**src/rtl/mic_adc_ctrl.sv**
```systemverilog
// mic_adc_ctrl
//   Serial-ADC capture controller for the microphone front end. Generates
//   ncs/sclk for an ADCS7476-style converter (ncs low, LEAD_BITS zeros, then
//   DATA_W data bits MSB first), paces conversions from an internal
//   sample-rate tick (mode 0) or from trig (mode 1), and hands samples to a
//   valid/ready consumer through a one-entry holding register.
//
//   Optional build macro: MIC_AVG_EN -- average 2^AVG_LOG2 consecutive frames
//   and deliver one truncated mean per group instead of every frame.
//
// Ports
//   clk        system clock
//   rst        synchronous reset, active low
//   mode       0 = free-run on internal tick, 1 = triggered
//   trig       single-cycle start request (mode 1)
//   sdata      ADC serial data
//   sclk       ADC serial clock, idles high
//   ncs        ADC chip select, active low
//   out_data   captured sample (unsigned)
//   out_valid  out_data holds an unconsumed sample
//   out_ready  consumer accepts when out_valid && out_ready
//   busy       conversion in progress (ncs low)
//   overrun    sticky: an unconsumed sample was overwritten
//   frame_err  sticky: a leading bit was sampled as 1
//   clr_flags  clears overrun and frame_err (a coincident set wins)
//
// state   | meaning
// --------+-------------------------------------------------------------
// S_IDLE  | ncs=1, sclk=1, waiting for tick (mode 0) or trig (mode 1)
// S_SETUP | ncs=0, sclk=1 for CLK_DIV cycles before the first bit
// S_SHIFT | CLK_DIV low + CLK_DIV high per bit, sdata taken on the rise
// S_HOLD  | ncs=1 for one cycle, captured frame commits to the output

module mic_adc_ctrl #(
  parameter int DATA_W        = 12,
  parameter int LEAD_BITS     = 4,
  parameter int CLK_DIV       = 4,
  parameter int SAMPLE_PERIOD = 2268,
  parameter int AVG_LOG2      = 2
) (
  input  logic              clk,
  input  logic              rst,
  input  logic              mode,
  input  logic              trig,
  input  logic              sdata,
  output logic              sclk,
  output logic              ncs,
  output logic [DATA_W-1:0] out_data,
  output logic              out_valid,
  input  logic              out_ready,
  output logic              busy,
  output logic              overrun,
  output logic              frame_err,
  input  logic              clr_flags
);

  localparam int FRAME_BITS = LEAD_BITS + DATA_W;
  localparam int TW = $clog2(SAMPLE_PERIOD);
  localparam int PW = $clog2(CLK_DIV);
  localparam int BW = $clog2(FRAME_BITS + 1);

  localparam logic [TW-1:0] TICK_LAST = TW'(SAMPLE_PERIOD - 1);
  localparam logic [PW-1:0] PH_LOAD   = PW'(CLK_DIV - 1);
  localparam logic [BW-1:0] BITS_LOAD = BW'(FRAME_BITS);
  localparam logic [BW-1:0] DATA_BITS = BW'(DATA_W);

  if (DATA_W < 4 || DATA_W > 16) begin : g_bad_data_w
    $error("mic_adc_ctrl: DATA_W must be in 4..16");
  end
  if (CLK_DIV < 2) begin : g_bad_clk_div
    $error("mic_adc_ctrl: CLK_DIV must be at least 2");
  end
  if (SAMPLE_PERIOD < 2 * CLK_DIV * FRAME_BITS + 4) begin : g_bad_period
    $error("mic_adc_ctrl: SAMPLE_PERIOD too short for one frame");
  end

  typedef enum logic [1:0] {
    S_IDLE,
    S_SETUP,
    S_SHIFT,
    S_HOLD
  } state_t;

  state_t            state;
  logic [TW-1:0]     tick_cnt;
  logic              tick;
  logic [PW-1:0]     ph_cnt;
  logic [BW-1:0]     bit_cnt;
  logic [DATA_W-1:0] sr;

  logic              start;
  logic              sample_edge;
  logic              lead_err;
  logic              commit;
  logic [DATA_W-1:0] commit_data;

  // Free-running sample-rate counter; runs in both modes so switching to
  // mode 0 keeps the established sample grid.
  always_ff @(posedge clk) begin
    if (!rst) begin
      tick_cnt <= '0;
    end else if (tick) begin
      tick_cnt <= '0;
    end else begin
      tick_cnt <= tick_cnt + 1'b1;
    end
  end

  assign tick = (tick_cnt == TICK_LAST);

  assign start       = (state == S_IDLE) && (mode ? trig : tick);
  // sdata is taken on the edge that drives sclk 0->1
  assign sample_edge = (state == S_SHIFT) && (ph_cnt == '0) && !sclk;
  // bit_cnt still counts the bit being sampled, so values above DATA_W are leads
  assign lead_err    = sample_edge && sdata && (bit_cnt > DATA_BITS);

`ifdef MIC_AVG_EN
  localparam int AW = DATA_W + AVG_LOG2;

  if (AVG_LOG2 < 1) begin : g_bad_avg
    $error("mic_adc_ctrl: AVG_LOG2 must be at least 1 with averaging");
  end

  logic [AW-1:0]       acc;
  logic [AW-1:0]       acc_sum;
  logic [AVG_LOG2-1:0] grp;

  assign acc_sum     = acc + AW'(sr);
  // grp all-ones marks the last frame of a 2^AVG_LOG2 group
  assign commit      = (state == S_HOLD) && (grp == '1);
  assign commit_data = acc_sum[AW-1:AVG_LOG2];
`else
  assign commit      = (state == S_HOLD);
  assign commit_data = sr;
`endif

  always_ff @(posedge clk) begin
    if (!rst) begin
      state     <= S_IDLE;
      sclk      <= 1'b1;
      ncs       <= 1'b1;
      busy      <= 1'b0;
      ph_cnt    <= '0;
      bit_cnt   <= '0;
      sr        <= '0;
      out_data  <= '0;
      out_valid <= 1'b0;
      overrun   <= 1'b0;
      frame_err <= 1'b0;
`ifdef MIC_AVG_EN
      acc       <= '0;
      grp       <= '0;
`endif
    end else begin
      case (state)
        S_IDLE: begin
          if (start) begin
            state   <= S_SETUP;
            ncs     <= 1'b0;
            busy    <= 1'b1;
            ph_cnt  <= PH_LOAD;
            bit_cnt <= BITS_LOAD;
          end
        end
        S_SETUP: begin
          if (ph_cnt == '0) begin
            state  <= S_SHIFT;
            sclk   <= 1'b0;
            ph_cnt <= PH_LOAD;
          end else begin
            ph_cnt <= ph_cnt - 1'b1;
          end
        end
        S_SHIFT: begin
          if (ph_cnt != '0) begin
            ph_cnt <= ph_cnt - 1'b1;
          end else if (!sclk) begin
            sclk    <= 1'b1;
            sr      <= {sr[DATA_W-2:0], sdata};
            bit_cnt <= bit_cnt - 1'b1;
            ph_cnt  <= PH_LOAD;
          end else if (bit_cnt == '0) begin
            state <= S_HOLD;
            ncs   <= 1'b1;
            busy  <= 1'b0;
          end else begin
            sclk   <= 1'b0;
            ph_cnt <= PH_LOAD;
          end
        end
        S_HOLD: begin
          state <= S_IDLE;
        end
        default: begin
          state <= S_IDLE;
        end
      endcase

`ifdef MIC_AVG_EN
      if (state == S_HOLD) begin
        if (commit) begin
          acc <= '0;
          grp <= '0;
        end else begin
          acc <= acc_sum;
          grp <= grp + 1'b1;
        end
      end
`endif

      // Holding register: a commit always loads; a consume without a
      // commit empties it but leaves out_data unchanged.
      if (commit) begin
        out_data  <= commit_data;
        out_valid <= 1'b1;
      end else if (out_valid && out_ready) begin
        out_valid <= 1'b0;
      end

      if (commit && out_valid && !out_ready) begin
        overrun <= 1'b1;
      end else if (clr_flags) begin
        overrun <= 1'b0;
      end

      if (lead_err) begin
        frame_err <= 1'b1;
      end else if (clr_flags) begin
        frame_err <= 1'b0;
      end
    end
  end

endmodule

```
**config.mk**
```make
export PLATFORM = sky130hd
export DESIGN_NAME = mic_adc_ctrl
export DESIGN_NICKNAME = d
export VERILOG_FILES = /design/src/rtl/mic_adc_ctrl.sv
export SDC_FILE = /design/constraint.sdc
export NUM_CORES = 1
export LEC_CHECK = 0
export BUFFER_PORTS_ARGS = -buffer_cell sky130_fd_sc_hd__buf_4
export CAP_MARGIN = 15
export CORE_MARGIN = 2
export CORE_UTILIZATION = 52
export CTS_CLUSTER_SIZE = 25
export DETAILED_ROUTE_END_ITERATION = 10
export PLACE_DENSITY = 0.86
export SETUP_SLACK_MARGIN = 0.1
export SLEW_MARGIN = 20
export SYNTH_ARGS = -nofsm -noshare
export SYNTH_HDL_FRONTEND = slang
export SYNTH_SLANG_ARGS = --single-unit
```
**constraint.sdc**
```tcl
create_clock -name clk -period 1.6 [get_ports clk]
set_input_delay 0.16 -clock clk [delete_from_list [all_inputs] [get_ports clk]]
set_output_delay 0.16 -clock clk [all_outputs]
set_load 0.03 [all_outputs]
```
# Yosys cells after proc, flatten, opt, wreduce, memory -nomap -nowiden
# Index checks and enable logic that the tools add are counted.
[totals]
reg_bits = 51
latchBits = 0
mem_bits_rw = 0
mem_bits_ro = 0
in_bits = 7
output_inout_bits = 18
wordCells = 94
memories = 0
[classes]
n_addsub = 3
mul = 0
n_div = 0
order_cmp = 1
eq_ne = 11
n_shift = 0
mux = 37
bitwise = 3
n_reduce_logical = 27
[op_table]
columns = ["op", "n"]
rows = [
  ["two-way mux 2 bit", 10],
  ["two-way mux 1 bit", 18],
  ["two-way mux 5 bit", 3],
  ["adder 12 x 1 -> 12 bit, second input constant", 1],
  ["equality test 12 bit, second input constant", 1],
  ["nonzero test 2 bit", 6],
  ["inequality test 2 bit, second input constant", 5],
  ["one-hot mux 5 bit (2 select lines)", 1],
  ["AND reduction 5 bit", 2],
  ["AND reduction 3 bit", 3],
  ["logical AND 1 bit", 8],
  ["one-hot mux 2 bit (4 select lines)", 1],
  ["one-hot mux 1 bit (2 select lines)", 3],
  ["one-hot mux 2 bit (3 select lines)", 1],
  ["greater-than comparator 5 x 4 -> 1 bit, second input constant", 1],
  ["zero test 5 bit", 1],
  ["subtractor 5 x 1 -> 5 bit, second input constant", 1],
  ["equality test 2 bit, second input constant", 2],
  ["zero test 2 bit", 2],
  ["inequality test 4 bit, second input constant", 1],
  ["AND reduction 4 bit", 1],
  ["inverter 1 bit", 3],
  ["nonzero test 3 bit", 1],
  ["equality test 2 x 1 -> 1 bit, second input constant", 1],
  ["other kinds (4)", 5],
]

# Logic depth before layout (Yosys ltp)
# Gate-level depths: netlist of the first run.
[depth]
ltp_word = 6
mapped_depth = 7
mapped_depth_nobuf = 6

# Worst setup path before layout of the first run
# Ideal clock, no wire load.
[synth_timing]
path_type = "flip-flop to flip-flop"
startpoint = "reg state[0]"
endpoint = "reg bit_cnt[0]"
setup_time_ns = 0.103
arrival_ns = 1.510
t_required_ns = 1.497
path_slack_ns = -0.013
path_stages_with_launch = 8
path_buffers = 1
synth_period_minus_slack_ns = 1.613
path_cell_list = "dfxtp_1 -> inv_1 -> ha_1 -> and3b_1 -> buf_2 -> nor2_2 -> a21oi_2 -> a2111oi_2"
[synth_between]
elab_chain_len = 4
elab_cells_between_ends = 9
classes_between = "4 x eq/ne; 1 x mux; 4 x reduce/logical"
[synth_rtl]
columns = ["element", "line", "source"]
rows = [
  ["start, declared", "84", "state_t state;"],
  ["start signal, assigned", "139", "state <= S_IDLE;"],
  ["start signal, assigned", "158", "state <= S_SETUP;"],
  ["start signal, assigned", "167", "state <= S_SHIFT;"],
  ["zero test 2 bit", "111, 155", ""],
  ["logical AND 1 bit", "111", "assign start = (state == S_IDLE) && (mode ? trig : tick);"],
  ["inequality test 2 bit (no source line)", "--", ""],
  ["AND reduction 4 bit (no source line)", "--", ""],
  ["end signal, assigned", "180", "bit_cnt <= bit_cnt - 1'b1;"],
  ["end, declared", "88", "logic [BW-1:0] bit_cnt;"],
]
# Parallel ways exist; a longest one is shown, timed or not.
# A chain may end at the register's enable or synchronous reset.

# Worst setup path after layout of the first run
[layout_timing]
startpoint = "reg tick_cnt[1]"
endpoint = "reg bit_cnt[1]"
[layout_between]
elab_chain_len = 5
[layout_rtl]
columns = ["element", "line", "source"]
rows = [
  ["start, declared", "85", "logic [TW-1:0] tick_cnt;"],
  ["start signal, assigned", "105", "tick_cnt <= tick_cnt + 1'b1;"],
  ["equality test 12 bit", "109", "assign tick = (tick_cnt == TICK_LAST);"],
  ["two-way mux 1 bit", "111", ""],
  ["logical AND 1 bit", "111", ""],
  ["inequality test 2 bit (no source line)", "--", ""],
  ["AND reduction 4 bit (no source line)", "--", ""],
]
# Every way passes these cells.

==> run_results.csv, run 1 <==
group,metric,value,unit
timing,fmax,625.8,MHz
global_routing,grt_pass1_vias,1892,
worst_setup_path,worstSetupStartpointType,"flip-flop",
clock_tree,clockBufferDepth,2,
worst_setup_path,path_cells,"ha_4, and4bb_2, nand4b_1, buf_4, a21oi_4, mux2i_1",
clock_tree,cts_tree,"yes",
timing,setup-violations-final,0,
synthesis,synth_commonest_cells,"dfxtp_1, nand2_1, nor2_1",
die,num_rows,24,
routing,routed_wl,5.153,mm
timing,fin_hold_ws,0.1260,ns
worst_setup_path,crit_path_end_kind,"flip-flop",
timing,worstMarginPinSlew,0.3544,ns
synthesis,syn_inst,261,
synthesis,synthesis.nets,275,
pwr,power_frac_comb,39.1,%
die,dieArea,4927,um^2
worst_setup_path,crit_fanout,3,
timing,fin_crit_sh,99.86,%
worst_setup_path,crit_type,"flip-flop to flip-flop",
timing,finalMaxSlewViolations,0,
synthesis,synth_most_common_cell,"dfxtp_1",
die,io_pins,25,
die,dieWidth,70.20,um
routing,first_pass_iters,4,
place,io_buffers,24,
timing,finalHoldViolations,0,
clock_tree,cts_max_level,2,
status,outcome,"completed",
synthesis,synth_edf_count,0,
pwr,powerDensity,1266,nW/um^2
layout,postLayoutCoreUtil,68.36,%
pwr,ir_drop,754.5,uV
layout,fin_nets,321,
pwr,p_seq_share,39.4,%
synthesis,synth_top_area_cell,"dfxtp_1",
timing,period_needed,1.598,ns
synthesis,ys_seq_elements,51,
pwr,pwr-share-clk,21.4,%
synthesis,syn-cell-area,2278,um^2
place,gp_congestion,0.8294,
clock_tree,clkLatencyLatePin,0.31,ns
pwr,switchingPower,1.308,mW
die,die_h,70.20,um
routing,ant_nets,0,
timing,relSlewSlack,76.28,%
place,place_ws,-0.04628,ns
worst_setup_path,cp_top_family,"simple AND/OR/NAND/NOR gates",
global_routing,antenna_found_initial,0,
clock_tree,cts_sinks,51,
worst_setup_path,rr_worst_depth,6,
layout,areaGrowthSynthToFinish,28.83,%
worst_setup_path,cp_num_buf_inv,1,
clock_tree,clkTransAtPathRegs,0.09,ns
worst_setup_path,crit_required,1.84,ns
pwr,p_sw_share,35.19,%
place,place_hpwl,3.196,mm
synthesis,ys_seq_area_share,44.81,%
layout,diodes,0,
global_routing,grt_util_all_layers,20.54,%
worst_hold_path,holdCritPathClass,"input port to flip-flop",
worst_setup_path,crit_arrival,1.84,ns
global_routing,grt.overflow.total,0,
worst_hold_path,hold_start,"out_ready",
routing,viasPerCell,5.581,
timing,layout_setup_ws,0.002164,ns
synthesis,syn_area_per_cell,8.730,um^2
die,start_util,53.06,%
timing,clock_skew,0.009948,ns
worst_setup_path,critPathSlowestCell,"dfxtp_2",
worst_setup_path,r2r_end,"bit_cnt[1]$_SDFFE_PN0P_",
place,placed_cell_area,2601,um^2
job,drv_cap,0,
worst_hold_path,min_path_cells,4,
pwr,internal_power,2.409,mW
synthesis,synth_top_area_share,44.81,%
timing,rsz0062_at_grt,"true",
layout,layout-drive-gt1-share,30.84,%
worst_setup_path,r2r-start,"tick_cnt[1]$_SDFF_PP0_",
routing,routedWlPerCell,14.31,um
synthesis,synth_top_flop_cell,"dfxtp_1",
global_routing,grt_max_degree,27,
worst_hold_path,hold_path_end,"out_valid$_SDFFE_PN0P_",
synthesis,ys_warn_count,0,
clock_tree,numCtsBuffers,5,
synthesis,synth_async_sr_flop_share,0,%
routing,drt-initial-drc-count,89,
global_routing,grt_pass1_wl,8.238,mm
routing,post-route-drc-count,0,
pwr,report.power.total,3.717,mW
synthesis,ys_types,49,
clock_tree,holdBufCountCts,0,
worst_setup_path,rrSetupSlack,0.002,ns
worst_setup_path,cpPeakStageDelay,0.37,ns
layout,fin_area,2935,um^2
routing,num_vias,2009,
pwr,leakagePower,1.100,nW
clock_tree,cts_root_buf,"clkbuf_8",
synthesis,synth.top_cells.by_area,"dfxtp_1, nand2_1, mux2i_1",
die,fp.coreArea,4294,um^2
## cells by family (layout without fill, tap and decap cells)
kind of cell	Yosys count	after routing	share of synthesized area [%]
adder cells (fa/ha/maj)	7	7	3.844
AO/OA/AOI/OAI	43	43	12.91
AND/OR/NAND/NOR	112	112	24.22
flip-flops	51	51	44.81
XOR/XNOR	10	10	3.844
multiplexers	14	14	6.150
buffers and inverters	24	71	4.228
## worst register-to-register path: stages, from the launching register on
cell,delay [ns]
dfxtp_2,0.37
ha_4,0.13
and4bb_2,0.25
nand4b_1,0.18
buf_4,0.20
a21oi_4,0.19
mux2i_1,0.21
## cell usage in the layout, fill, tap and decap left out, drive strengths merged, types with 3 or more instances in the layout
cell type,synthesis,layout
inv,11,11
dfxtp,51,51
a21oi,19,19
nor2,36,36
nand3,6,6
ha,7,7
mux2i,14,14
xnor2,8,8
a211oi,3,3
nor2b,5,5
and2,3,3
o21ai,3,3
nor3,6,6
nand2,38,38
nor3b,3,3
clkbuf,7,6
buf,6,52
## layer usage
metal	share of wire [%]	GRT usage [%]
met1	42	24.64
met2	51	35.24
met3	3.9	4.762
met4	2.3	8.547
met5	0	0
## worst max path at each step
stage | start | end | slack (ns) | cells past startpoint
finish | tick_cnt[1]$_SDFF_PP0_ | bit_cnt[1]$_SDFFE_PN0P_ | 0.002 | 6
global route | tick_cnt[1]$_SDFF_PP0_ | bit_cnt[1]$_SDFFE_PN0P_ | -0.05 | 6
CTS | tick_cnt[1]$_SDFF_PP0_ | busy$_SDFFE_PN0P_ | 0.08 | 5
detailed placement | tick_cnt[1]$_SDFF_PP0_ | bit_cnt[1]$_SDFFE_PN0P_ | -0.05 | 5
global placement | bit_cnt[1]$_SDFFE_PN0P_ | busy$_SDFFE_PN0P_ | 0.06 | 6
floorplan | state[0]$_SDFFE_PN0P_ | bit_cnt[0]$_SDFFE_PN0P_ | 0.09 | 7
## through the flow
| step | setup TNS (ns) | instances |
|---|---|---|
| final | 0 | 360 |
| after global routing | -0.09830 | 360 |
| after CTS | 0 | 356 |
| after detailed placement | -0.04628 | 338 |
| after global placement | 0 | 338 |
| after floorplan | 0 | 261 |
## registers in the layout, summed over array words and instances, names as in the netlist
name,cells
tick_cnt,12
state,2
out_data,12
out_valid,1
commit_data,12
frame_err,1
overrun,1
bit_cnt,5
busy,1
sclk,1
ph_cnt,2
ncs,1
## power by group through the flow
stage / clock network [mW] / logic [mW] / registers (mW)
after floorplan: 0 / 0.778 / 1.54
after global placement: 0 / 1.08 / 1.48
after detailed placement: 0 / 1.10 / 1.49
after CTS: 0.809 / 1.26 / 1.46
after global routing: 0.845 / 1.58 / 1.48
final: 0.797 / 1.45 / 1.47
## what timing repair did
| item | 4_1_cts | 5_1_grt |
|---|---|---|
| buffers inserted | 10 | 4 |
| pin swaps | 7 | 7 |
| setup endpoints to repair | 11 | 17 |
| hold endpoints to repair | 0 | 0 |
| resized for setup | 12 | 16 |
## final cells by class
type,instances,area (um^2)
flip-flops and latches,51,1032
inverters,11,41.29
clock buffers,6,82.58
repair buffers,52,406.6
well taps,52,65.06
clock inverters,2,16.27
multi-input cells,186,1291
fillers,315,1359
No activity file was read; power rests on OpenSTA's default activity.
==> run 2: changes to the inputs <==
Settings changed: ABC_AREA set to 1.
==> run_results.csv, run 2 <==
group,metric,value,unit
status,outcome,"completed",
die,die_h,69.85,um
global_routing,grt_pass1_vias,1905,
global_routing,grt_util_all_layers,20.05,%
die,dieWidth,69.85,um
worst_hold_path,hold_start,"clr_flags",
global_routing,use_met1,24.52,%
pwr,powerDensity,1726,nW/um^2
pwr,report.power.total,4.812,mW
global_routing,use_met3,5.087,%
synthesis,synth.top_cells.by_area,"dfxtp_1, nor2_1, nand2_1",
layout,postLayoutCoreUtil,68.22,%
worst_setup_path,path_cells,"nand2_2, nor2_2, nand4_1, nand2_2, buf_6, nand4_1, nand2_1, nor2_2",
synthesis,ys_seq_elements,51,
worst_setup_path,rr_worst_depth,8,
clock_tree,cts_sinks,51,
worst_setup_path,cp_top_family,"simple AND/OR/NAND/NOR gates",
clock_tree,cts_tree,"yes",
clock_tree,holdBufCountCts,0,
die,start_util,55.17,%
timing,finalHoldViolations,0,
worst_hold_path,holdCritPathClass,"input port to flip-flop",
synthesis,syn_inst,307,
worst_setup_path,crit_required,1.81,ns
pwr,ir_drop,861.5,uV
clock_tree,clockBufferDepth,2,
global_routing,grt_pass1_wl,8.107,mm
pwr,p_sw_share,40.27,%
clock_tree,numCtsBuffers,5,
pwr,p_seq_share,35.0,%
timing,clock_skew,0.005828,ns
synthesis,synth_top_area_cell,"dfxtp_1",
clock_tree,clkLatencyLatePin,0.31,ns
global_routing,use_met2,33.97,%
worst_setup_path,rrSetupSlack,0.09,ns
synthesis,synth_most_common_cell,"nor2_1",
pwr,power_frac_comb,45.9,%
timing,rsz0062_at_grt,"true",
global_routing,grt-busiest-layer,"met2",
place,place_ws,-0.02661,ns
synthesis,synth_top_area_share,45.28,%
synthesis,syn_area_per_cell,7.344,um^2
timing,fmax,663.2,MHz
global_routing,antenna_found_initial,0,
timing,worstMarginPinSlew,0.3861,ns
global_routing,grt.overflow.total,0,
synthesis,ys_seq_area_share,45.28,%
routing,first_pass_iters,4,
routing,post-route-drc-count,0,
routing,viasPerCell,5.145,
synthesis,synth_async_sr_flop_share,0,%
worst_setup_path,cp_num_buf_inv,1,
synthesis,synthesis.nets,321,
timing,setup-violations-final,0,
worst_setup_path,worstSetupStartpointType,"flip-flop",
layout,areaGrowthSynthToFinish,23.64,%
layout,final_common_cell,"nor2_1",
synthesis,synth_commonest_cells,"nor2_1, dfxtp_1, nand2_1",
timing,relSlewSlack,74.23,%
worst_setup_path,r2r_end,"state[0]$_SDFFE_PN0P_",
pwr,internal_power,2.874,mW
synthesis,syn-cell-area,2255,um^2
pwr,pwr-share-clk,19.1,%
place,gp_congestion,0.8400,
timing,period_needed,1.508,ns
die,fp.coreArea,4086,um^2
timing,fin_crit_sh,94.24,%
synthesis,synth_edf_count,0,
worst_hold_path,hold_path_end,"overrun$_SDFFE_PN0P_",
die,num_rows,23,
worst_setup_path,crit_fanout,5,
layout,layout_common_cells,"nor2_1, dfxtp_1, nand2_1, buf_4, o21ai_0",
timing,layout_setup_ws,0.09214,ns
worst_setup_path,crit_type,"flip-flop to flip-flop",
layout,layout-drive-gt1-share,24.49,%
worst_setup_path,r2r-start,"tick_cnt[6]$_SDFF_PP0_",
clock_tree,cts_max_level,2,
die,io_pins,25,
timing,tns,0,ns
layout,fin_nets,356,
synthesis,ys_warn_count,0,
routing,routedWlPerCell,12.44,um
worst_setup_path,crit_arrival,1.72,ns
layout,diodes,0,
place,io_buffers,24,
worst_setup_path,cpPeakStageDelay,0.43,ns
synthesis,ys_types,29,
worst_hold_path,min_path_cells,4,
worst_setup_path,crit_path_end_kind,"flip-flop",
timing,finalMaxSlewViolations,0,
routing,routed_wl,4.889,mm
synthesis,synth_top_flop_cell,"dfxtp_1",
global_routing,grt_max_degree,18,
routing,ant_nets,0,
job,drv_cap,0,
routing,drt-initial-drc-count,105,
clock_tree,cts_root_buf,"clkbuf_8",
die,dieArea,4878,um^2
pwr,switchingPower,1.938,mW
pwr,leakagePower,1.189,nW
worst_setup_path,critPathSlowestCell,"dfxtp_1",
place,place_hpwl,3.235,mm
clock_tree,clkTransAtPathRegs,0.10,ns
routing,num_vias,2022,
[run 2: cell count changes after synthesis, moves of 5 or more]
cell and delta:
inv_1 +16, o21ai_0 +27, nor2_1 +35, nor2b_1 -5, xnor2_1 -6, nand3_1 +13, nand2_1 +7, mux2i_1 -14
[run 2: cell families (layout without fill, tap and decap cells)]
family          Yosys count  in the layout  synth area share (%)
fa+ha+maj                 7              7                 3.884
buf+inv                  39             75                 7.602
xor+xnor                  5              5                 1.943
compound gates           47             47                 10.99
simple gates            158            158                 30.30
flops                    51             51                 45.28
[run 2: how the worst max path moves through the flow]
stage          depth (start not counted)                     endpoint  slack, ns                   start
2_1_floorplan                         11      bit_cnt[1]$_SDFFE_PN0P_       0.12   state[0]$_SDFFE_PN0P_
3_3_place_gp                           8       frame_err$_SDFFE_PN0P_       0.05   state[0]$_SDFFE_PN0P_
3_5_place_dp                           8       frame_err$_SDFFE_PN0P_      -0.03   state[0]$_SDFFE_PN0P_
4_1_cts                                8  commit_data[3]$_SDFFE_PN0P_       0.07   state[0]$_SDFFE_PN0P_
5_1_grt                                9        state[0]$_SDFFE_PN0P_       0.03  tick_cnt[1]$_SDFF_PP0_
6_report                               8        state[0]$_SDFFE_PN0P_       0.09  tick_cnt[6]$_SDFF_PP0_
[run 2: routing by layer]
layer	share of wire [%]	vias up
li1	-	1052
met1	45	925
met2	49	38
met3	4.2	7
met4	1.2	0
met5	0	-
[run 2: per-stage QoR]
step | hold slack (ns) | std cells | cell area, um^2
2_1_floorplan | 0.3034 | 307 | 2255
5_1_grt | 0.09860 | 393 | 2788
6_report | 0.1075 | 393 | 2788
4_1_cts | 0.1003 | 391 | 2661
3_3_place_gp | 0.4261 | 379 | 2495
3_5_place_dp | 0.4343 | 379 | 2495
[run 2: power by group through the flow]
stage	Clock (mW)	Combinational, mW	Sequential (mW)
after floorplan	0	1.22	1.82
after global placement	0	1.79	1.67
after detailed placement	0	1.86	1.68
after CTS	0.932	1.93	1.65
after global routing	0.982	2.46	1.71
final	0.919	2.21	1.68
[run 2: cell type report]
class,count,area (um^2)
inverters,29,115.1
flip-flops and latches,51,1030
well taps,50,62.56
repair buffers,37,285.3
multi-input cells,217,1172
repair inverters,1,7.507
fillers,333,1299
clock buffers,5,68.82
clock inverters,3,46.29
[run 2: worst min-delay path: cells and delay by family]
kind,cells,cell delay (ns)
buf+inv,2,0.11
simple gates,1,0.05
compound gates,1,0.05
[run 2: repair_timing]
action                                 4_1_cts  5_1_grt
gates cloned                                 1        0
setup endpoints to repair                   23       36
endpoints found under the hold margin        0        0
buffers inserted                             3        2
pin swaps                                    3       14
gates resized for setup                     11       30
==> run 3: changes to the inputs <==
Settings changed: CORE_UTILIZATION 52 to 50, PLACE_DENSITY 0.86 to 0.83.
==> run_results.csv, run 3 (synthesis results as in run 2) <==
group,metric,value,unit
status,outcome,"completed",
clock_tree,cts_tree,"yes",
global_routing,grt_max_degree,32,
timing,fin_crit_sh,90.77,%
timing,period_needed,1.452,ns
routing,post-route-drc-count,0,
pwr,ir_drop,875.0,uV
worst_setup_path,crit_arrival,1.69,ns
timing,finalHoldViolations,0,
timing,layout_setup_ws,0.1477,ns
layout,layout_common_cells,"nor2_1, dfxtp_1, nand2_1, buf_4, o21ai_0",
clock_tree,cts_sinks,51,
routing,drt-initial-drc-count,134,
clock_tree,clkLatencyLatePin,0.31,ns
layout,stdcell_count,393,
layout,multi_input_area,1135,um^2
layout,areaGrowthSynthToFinish,19.87,%
global_routing,grt_pass1_vias,1837,
clock_tree,clockBufferDepth,2,
timing,worstMarginPinSlew,0.4030,ns
worst_setup_path,crit_required,1.84,ns
routing,num_vias,2003,
clock_tree,cts_root_buf,"clkbuf_8",
place,place_hpwl,2.966,mm
worst_setup_path,crit_type,"flip-flop to flip-flop",
timing,rsz0062_at_grt,"true",
global_routing,grt_util_all_layers,18.87,%
clock_tree,clkTransAtPathRegs,0.10,ns
place,io_buffers,24,
die,dieArea,5062,um^2
worst_hold_path,holdCritPathClass,"input port to flip-flop",
place,dpl.cell_count,380,
routing,routed_wl,4.435,mm
worst_setup_path,crit_fanout,5,
worst_setup_path,worstSetupStartpointType,"flip-flop",
timing,relSlewSlack,73.07,%
layout,fillerInstances,356,
global_routing,grt_pass1_wl,7.721,mm
place,gp_congestion,0.8095,
die,io_pins,25,
layout,fin_nets,354,
worst_setup_path,crit_path_end_kind,"flip-flop",
die,fp.coreArea,4354,um^2
timing,setup-violations-final,0,
layout,layout-drive-gt1-share,21.99,%
die,start_util,51.78,%
clock_tree,cts_max_level,2,
place,place_ws,-0.01046,ns
routing,first_pass_iters,4,
die,die_h,71.15,um
timing,fin_hold_ws,0.1090,ns
timing,fmax,688.5,MHz
die,num_rows,24,
layout,regArea,1028,um^2
layout,diodes,0,
clock_tree,numCtsBuffers,5,
routing,routedWlPerCell,11.28,um
die,dieWidth,71.15,um
layout,final_common_cell,"nor2_1",
timing,finalMaxSlewViolations,0,
global_routing,grt.overflow.total,0,
pwr,leakagePower,1.183,nW
timing,clock_skew,0.01092,ns
global_routing,antenna_found_initial,0,
routing,ant_nets,0,
pwr,powerDensity,1663,nW/um^2
job,drv_cap,0,
routing,viasPerCell,5.097,
-- run 3: changes by cell type in the layout (fill, tap and decap cells not counted), sizes merged --
| cell | before | now |
|---|---|---|
| clkinvlp | 3 | 0 |
| buf | 37 | 35 |
| bufinv | 1 | 0 |
| clkbuf | 5 | 6 |
| clkinv | 1 | 2 |
| inv | 28 | 29 |
| nand2 | 49 | 50 |
-- run 3: final timing paths --
kind                               from                      to  slack, ns  depth (start not counted)
setup reg to reg  state[1]$_SDFFE_PN0P_       busy$_SDFFE_PN0P_       0.15                          8
hold / removal                clr_flags  frame_err$_SDFFE_PN0P_       0.11                          4
setup / recovery  state[1]$_SDFFE_PN0P_       busy$_SDFFE_PN0P_       0.15                          8
hold reg to reg        ncs$_SDFFE_PN1P_        ncs$_SDFFE_PN1P_       0.46                          2
-- run 3: layout make-up --
cell class | instances | area share, %
tap | 52 | 2.407
clock buffer | 6 | 3.056
inverter | 29 | 4.120
multi-input combinational | 218 | 41.99
clock inverter | 2 | 0.5093
sequential | 51 | 38.06
timing repair buffer | 35 | 9.861
-- run 3: critical path, cell delays in order (launching register included) --
cell	delay [ns]
dfxtp_4	0.37
inv_1	0.10
ha_2	0.22
a21boi_4	0.24
nand2_4	0.10
buf_4	0.14
nand4_1	0.07
nand2_1	0.06
nor2_1	0.08
-- run 3: report_power, final --
group,switching [mW],internal [mW],total [mW]
Sequential,0.170,1.51,1.68
Clock,0.416,0.354,0.770
Combinational,1.23,0.821,2.05
Total,1.81,2.68,4.49
-- run 3: what timing repair did --
action | 4_1_cts | 5_1_grt
pin swaps | 2 | 7
setup buffers | 2 | 2
endpoints found under the setup margin | 23 | 26
cloned | 1 | 0
hold buffers | 0 | 0
resized for setup | 7 | 21
-- run 3: per-layer routing --
layer / GRT usage, % / vias to the layer above / routed length, um
met2: 32.41 / 23 / 2188
met4: 6.289 / 0 / 71
met1: 23.04 / 924 / 2043
met5: 0 / - / 0
met3: 4.701 / 8 / 133
li1: - / 1048 / -
-- run 3: through the flow --
step / utilization (%) / TNS (ns) / power [mW] / instance area (um^2)
6_report: 62.07 / 0 / 4.495 / 2703
5_1_grt: 62.07 / 0 / 4.841 / 2703
4_1_cts: 60.34 / 0 / 4.352 / 2628
3_5_place_dp: 57.18 / -0.01046 / 3.483 / 2490
3_3_place_gp: 57.18 / 0 / 3.448 / 2490
2_1_floorplan: - / 0 / 3.041 / 2255
